$ cat src/rtl/bitbrick_fusion_accum.sv
// bitbrick_fusion_accum: reduces masked bitbrick partial products into a saturating dot-product accumulator
module bitbrick_fusion_accum #(
  parameter int NUM_BB = 16,
  parameter int PW = 16,
  parameter int ACC_W = 32
) (
  input  logic                   clk,
  input  logic                   rst,
  input  logic                   in_valid,
  output logic                   in_ready,
  input  logic                   in_last,
  input  logic [NUM_BB-1:0]      in_mask,
  input  logic [NUM_BB*PW-1:0]   in_products,
  output logic                   out_valid,
  input  logic                   out_ready,
  output logic [ACC_W-1:0]       out_data,
  output logic                   out_ovf
);
  localparam int G = NUM_BB / 4;
  localparam int GW = PW + 2;
  localparam int BW = GW + $clog2(G);
  localparam int EW = (ACC_W > BW ? ACC_W : BW) + 1;
  localparam logic signed [EW-1:0] MAXV = (EW'(1) << (ACC_W - 1)) - EW'(1);
  localparam logic signed [EW-1:0] MINV = -MAXV - EW'(1);
  logic stall;
  logic signed [GW-1:0] grp [G];
  logic signed [GW-1:0] s1_sum [G];
  logic s1_valid, s1_last;
  logic signed [BW-1:0] beat, s2_sum;
  logic s2_valid, s2_last;
  logic signed [ACC_W-1:0] acc, sat_val;
  logic signed [EW-1:0] tmp;
  logic sticky, sat_hi, sat_lo;
  assign stall = out_valid && !out_ready;
  assign in_ready = !stall;
  // mask, sign-extend and add products in groups of four
  always_comb begin
    for (int g = 0; g < G; g++) begin
      grp[g] = '0;
      for (int k = 0; k < 4; k++)
        grp[g] = grp[g] + (in_mask[4*g+k] ? GW'($signed(in_products[(4*g+k)*PW +: PW])) : GW'(0));
    end
  end
  // stage 1: register group sums
  always_ff @(posedge clk) begin
    if (rst) begin
      s1_valid <= 1'b0;
      s1_last <= 1'b0;
      s1_sum <= '{default: '0};
    end else if (!stall) begin
      s1_valid <= in_valid;
      s1_last <= in_last;
      s1_sum <= grp;
    end
  end
  // fold group sums into one beat sum
  always_comb begin
    beat = '0;
    for (int g = 0; g < G; g++) beat = beat + BW'(s1_sum[g]);
  end
  // stage 2: register beat sum
  always_ff @(posedge clk) begin
    if (rst) begin
      s2_valid <= 1'b0;
      s2_last <= 1'b0;
      s2_sum <= '0;
    end else if (!stall) begin
      s2_valid <= s1_valid;
      s2_last <= s1_last;
      s2_sum <= beat;
    end
  end
  // widened add of the beat onto the running sum, clamped to the accumulator range
  always_comb begin
    tmp = EW'(acc) + EW'(s2_sum);
    sat_hi = tmp > MAXV;
    sat_lo = tmp < MINV;
    sat_val = sat_hi ? ACC_W'(MAXV) : sat_lo ? ACC_W'(MINV) : tmp[ACC_W-1:0];
  end
  // stage 3: accumulate, emit on last beat and restart clean in the same edge
  always_ff @(posedge clk) begin
    if (rst) begin
      acc <= '0;
      sticky <= 1'b0;
      out_valid <= 1'b0;
      out_data <= '0;
      out_ovf <= 1'b0;
    end else if (!stall) begin
      out_valid <= s2_valid && s2_last;
      if (s2_valid) begin
        acc <= s2_last ? '0 : sat_val;
        sticky <= s2_last ? 1'b0 : (sticky | sat_hi | sat_lo);
      end
      if (s2_valid && s2_last) begin
        out_data <= sat_val;
        out_ovf <= sticky | sat_hi | sat_lo;
      end
    end
  end
endmodule

$ cat config.mk
export PLATFORM = sky130hd
export DESIGN_NAME = bitbrick_fusion_accum
export DESIGN_NICKNAME = d
export VERILOG_FILES = /design/src/rtl/bitbrick_fusion_accum.sv
export SDC_FILE = /design/constraint.sdc
export NUM_CORES = 1
export LEC_CHECK = 0
export ABC_AREA = 1
export CORE_ASPECT_RATIO = 0.8
export CORE_UTILIZATION = 55
export CTS_CLUSTER_DIAMETER = 100
export CTS_CLUSTER_SIZE = 28
export DETAILED_ROUTE_END_ITERATION = 7
export GPL_ROUTABILITY_DRIVEN = 0
export HOLD_SLACK_MARGIN = 0.06
export PLACE_DENSITY_LB_ADDON = 0.25
export SKIP_CTS_REPAIR_TIMING = 1
export SLEW_MARGIN = 20
export SYNTH_ARGS = -nofsm -noshare
export SYNTH_HDL_FRONTEND = slang
export SYNTH_SLANG_ARGS = --single-unit
$ cat constraint.sdc
create_clock -name clk -period 5.4 [get_ports clk]
set_input_delay 1.08 -clock clk [delete_from_list [all_inputs] [get_ports clk]]
set_output_delay 1.08 -clock clk [all_outputs]
set_load 0.02 [all_outputs]
# Word-level counts from Yosys, hierarchy flattened
# Index checks and enable logic that the tools add are counted.
# W data, S select, Z words.
# word_totals
ff_bits,163
latchBits,0
ramBits,0
rom_bits,0
inputBits,277
out_inout_bits,35
wordCells,61
mem_count,0
# classes
addsub,16
multipliers,0
div,0
magnitude_cmp,2
eq_ne,0
shift,0
mux,20
n_bitwise,3
n_reduce_logical,6
# ops
cell,count
$mux W18,16
$add A18 B18 Y18,12
$mux W32,3
$add A32 B20 Y33,1
$gt A33 B32 Y1 const B,1
$lt A33 B32 Y1 const B,1
$add A19 B18 Y20,1
$add A20 B18 Y20,1
$add A18 B18 Y19,1
$reduce_and A2 Y1,2
$logic_and A1 B1 Y1,2
$logic_not A1 Y1,2
$or A1 B1 Y1,2
$mux W1,1
$not A1 Y1,1

# Longest topological paths before layout
# logic_depth
ltp_word,5
mapped_depth,20
depth_no_buf,20

# Least setup slack after synthesis
# OpenSTA, ideal clock, no wires.
# synth_path
kind,input-to-reg
start,input in_mask[0]
end,register s1_sum[69] in the netlist's numbering
setup_ns,0.114
arrival_time_ns,4.297
required_ns,5.286
setup_slack_ns,0.990
stages,16
path_buffers,2
cell_sequence,clkbuf_1 -> clkbuf_1 -> nand2_1 -> fa_1 -> inv_1 -> fa_1 -> ha_1 -> inv_1 -> fa_1 -> o21ai_0 -> nand4_1 -> nand3_1 -> a21oi_1 -> xor2_1 -> o21bai_1 -> inv_1
# synth_via
elab_chain_cells,4
# synth_rtl
item,line_no,source
from (decl),12,"input logic [NUM_BB-1:0] in_mask,"
$mux W18,41,grp[g] = grp[g] + (in_mask[4*g+k] ? GW'($signed(in_products[(4*g+k)*PW +: PW])) : GW'(0));
$add A18 B18 Y18 (3 in series),41,
to (signal assigned),53,s1_sum <= grp;
to (decl),27,logic signed [GW-1:0] s1_sum [G];
# No other way between the ends.
# A chain may end at the register's enable or synchronous reset.

# Worst setup path after layout
# layout_path
start,input in_mask[1]
end,register s1_sum[71] in the netlist's numbering
# The elaborated chain is that of the path after synthesis.

==> out/qor.yml <==
async_flop_share: 0
cts_buffers: 17
via_count: 17100
critPathRequiredTime_ns: 5.78
grt_overflow: 0
yosysMostFrequentCell: "nand2_1"
drt_iter0_drc: 1296
drv_slew: 0
grt_max_degree: 67
die_h_um: 162
io_pins: 312
skew_ns: 0.0124
antenna_found_initial: 0
tightest_slew_ns: 0.948
layout_setup_ws_ns: 0.910
grt_pass1_wl_um: 80400
endpoint_kind: "register"
hold_end: "acc[19]"
r2r_cells: 13
wl_per_cell_um: 14.6
min_from: "acc[19]"
diodes: 0
initial_core_util: 0.558
fin_crit_sh: 0.831
worst_skew_pair.late_latency_ns: 0.44
start_kind: "input port"
synth_top_area_share: 0.195
fp.dieW_um: 201
rsz0062_at_grt: "false"
p_leak_nw: 12.0
hold_depth: 2
drive_above_1_share: 0.0269
maxCapViolCount: 0
die_area_sq_mm: 0.0325
hold_class: "register to register"
ys_top_cells_by_count: "710 x nand2_1, 494 x inv_1, 170 x fa_1"
critPathMaxFanout: 4
h-tree-depth: 4
track_usage: 0.301
finalSetupViolCount: 0
core_area_sq_mm: 0.0314
peakVddDrop_v: 0.000319
cts.sinks: 163
cts_buffer_depth: 2
slew_headroom: 0.364
finalCriticalPeriod_ns: 4.49
setup_tns_ns: 0
synthToLayoutAreaGrowth_pct: 23.1
synth-seq-cells: 163
num_rows: 58
ys_warn_count: 0
r2r-start: "s2_sum[19]"
postSynthCellCount: 2545
seq_area_frac_synth: 0.187
max_freq_mhz: 223
rrSetupSlack_ns: 1.88
vias_per_cell: 5.28
synth_edf_count: 0
dpl.cell_count: 3210
power_density_mw_per_mm2: 372
dp_hpwl_um: 38900
clk_pin_slew_worst_paths_ns: 0.07
syn_nets: 3111
critical_path_class: "input port to register"
reg2reg_to: "acc[16]"
cts_tree: "done"
synth_top_area_cell: "fa_1"
io_buffers: 311
status: "complete, no violations"
root_buffer: "clkbuf_16"
fin_cells: 3242
nets: 3375
hold_viol: 0
synth.distinct_cells: 42
first_pass_iters: 5
ant_nets: 0
grt_pass1_vias: 16900
synth_area_sq_mm: 0.0175
cp_data_arrival_time_ns: 4.87
drc: 0
synthTopCellsByArea: "fa_1 19%, dfxtp_1 19%, nand2_1 15%"
syn_area_per_cell_sq_um: 6.87
dpl_worst_slack_ns: 0.485
totalWireLength_um: 47400
ys.flop_type: "dfxtp_1"
## layer usage
layer / track usage / wire length (um) / vias to the layer above / part of all wire
met5: 0 / 0 / - / 0
li1: - / - / 8423 / -
met1: 0.416 / 21600 / 7967 / 0.45
met4: 0.0682 / 677 / 0 / 0.014
met2: 0.501 / 21600 / 682 / 0.45
met3: 0.0428 / 3620 / 58 / 0.076
## report_power, final
part           leakage [nW]  switching [mW]  total (mW)  internal, mW
Combinational          10.3            3.06        4.99          1.93
Clock                 0.303           0.570        1.28         0.708
Sequential             1.34           0.279        1.75          1.47
## how the worst max path moves through the flow
stage                     slack, ns  startpoint    endpoint  depth (start not counted)
final                          0.91  in_mask[1]  s1_sum[71]                         16
after global routing           0.62  in_mask[0]  s1_sum[71]                         16
after CTS                      0.93  in_mask[1]  s1_sum[71]                         16
after detailed placement       0.48  in_mask[1]  s1_sum[71]                         16
after global placement         0.60  in_mask[0]  s1_sum[69]                         15
after floorplan                0.99  in_mask[0]  s1_sum[69]                         16
## per-stage QoR
stage / util / hold slack [ns] / area [sq um] / total power [mW]
3_5_place_dp: 0.667 / 0.463 / 20900 / 6.61
4_1_cts: 0.687 / 0.472 / 21500 / 7.94
5_1_grt: 0.687 / 0.492 / 21500 / 8.75
3_3_place_gp: 0.667 / 0.453 / 20900 / 6.45
2_1_floorplan: - / 0.445 / 17500 / 5.27
6_report: 0.687 / 0.471 / 21500 / 8.01
## cell usage in the layout, fill, tap and decap left out, types with 3 or more instances in the layout
cell / instances
nand2_1: 710
inv_1: 493
clkdlybuf4s50_1: 310
fa_1: 170
a21oi_1: 165
nor2_1: 163
dfxtp_1: 163
ha_1: 119
o21ai_0: 111
nand3_1: 97
o21bai_1: 53
xor2_1: 49
o211ai_1: 33
o21ai_1: 29
buf_4: 21
clkbuf_16: 17
a21o_1: 13
xnor2_1: 11
nor3_1: 10
nand4_1: 8
nand2_2: 6
o31ai_1: 6
o221ai_1: 6
inv_8: 6
o21a_1: 4
nand3b_1: 4
nor4_1: 4
a31oi_1: 4
a21boi_0: 4
or2_2: 4
inv_6: 3
## cell families after synthesis
logic type,Yosys count,synth area share
adder cells (fa/ha/maj),289,0.280
AND/OR/NAND/NOR,1016,0.232
buffers and inverters,584,0.129
AO/OA/AOI/OAI,433,0.143
XOR/XNOR,60,0.0300
flip-flops,163,0.187
## registers in the layout, summed over array words and instances (netlist names)
| signal | flops |
|---|---|
| sticky | 1 |
| out_data | 32 |
| s1_sum | 72 |
| s1_valid | 1 |
| s2_sum | 20 |
| s2_last | 1 |
| s1_last | 1 |
| out_valid | 1 |
| acc | 32 |
| out_ovf | 1 |
| s2_valid | 1 |
## critical path, stage by stage
cell,delay (ns)
clkdlybuf4s50_1,0.60
nand2_1,0.11
fa_1,0.51
inv_1,0.05
fa_1,0.53
ha_1,0.17
inv_1,0.06
fa_1,0.41
o21ai_0,0.49
nand4_1,0.18
nand3_1,0.19
nand3_1,0.09
nand3_1,0.09
xor2_1,0.15
o21bai_1,0.07
inv_1,0.07
## final cells by class
| class | instances | area, sq um |
|---|---|---|
| inverters | 496 | 1860 |
| well taps | 420 | 526 |
| clock buffers | 17 | 425 |
| fillers | 2668 | 9810 |
| multi-input cells | 1798 | 12000 |
| flip-flops and latches | 163 | 3260 |
| clock inverters | 15 | 191 |
| repair buffers | 333 | 3290 |
No activity file was read; power rests on OpenSTA's default activity.
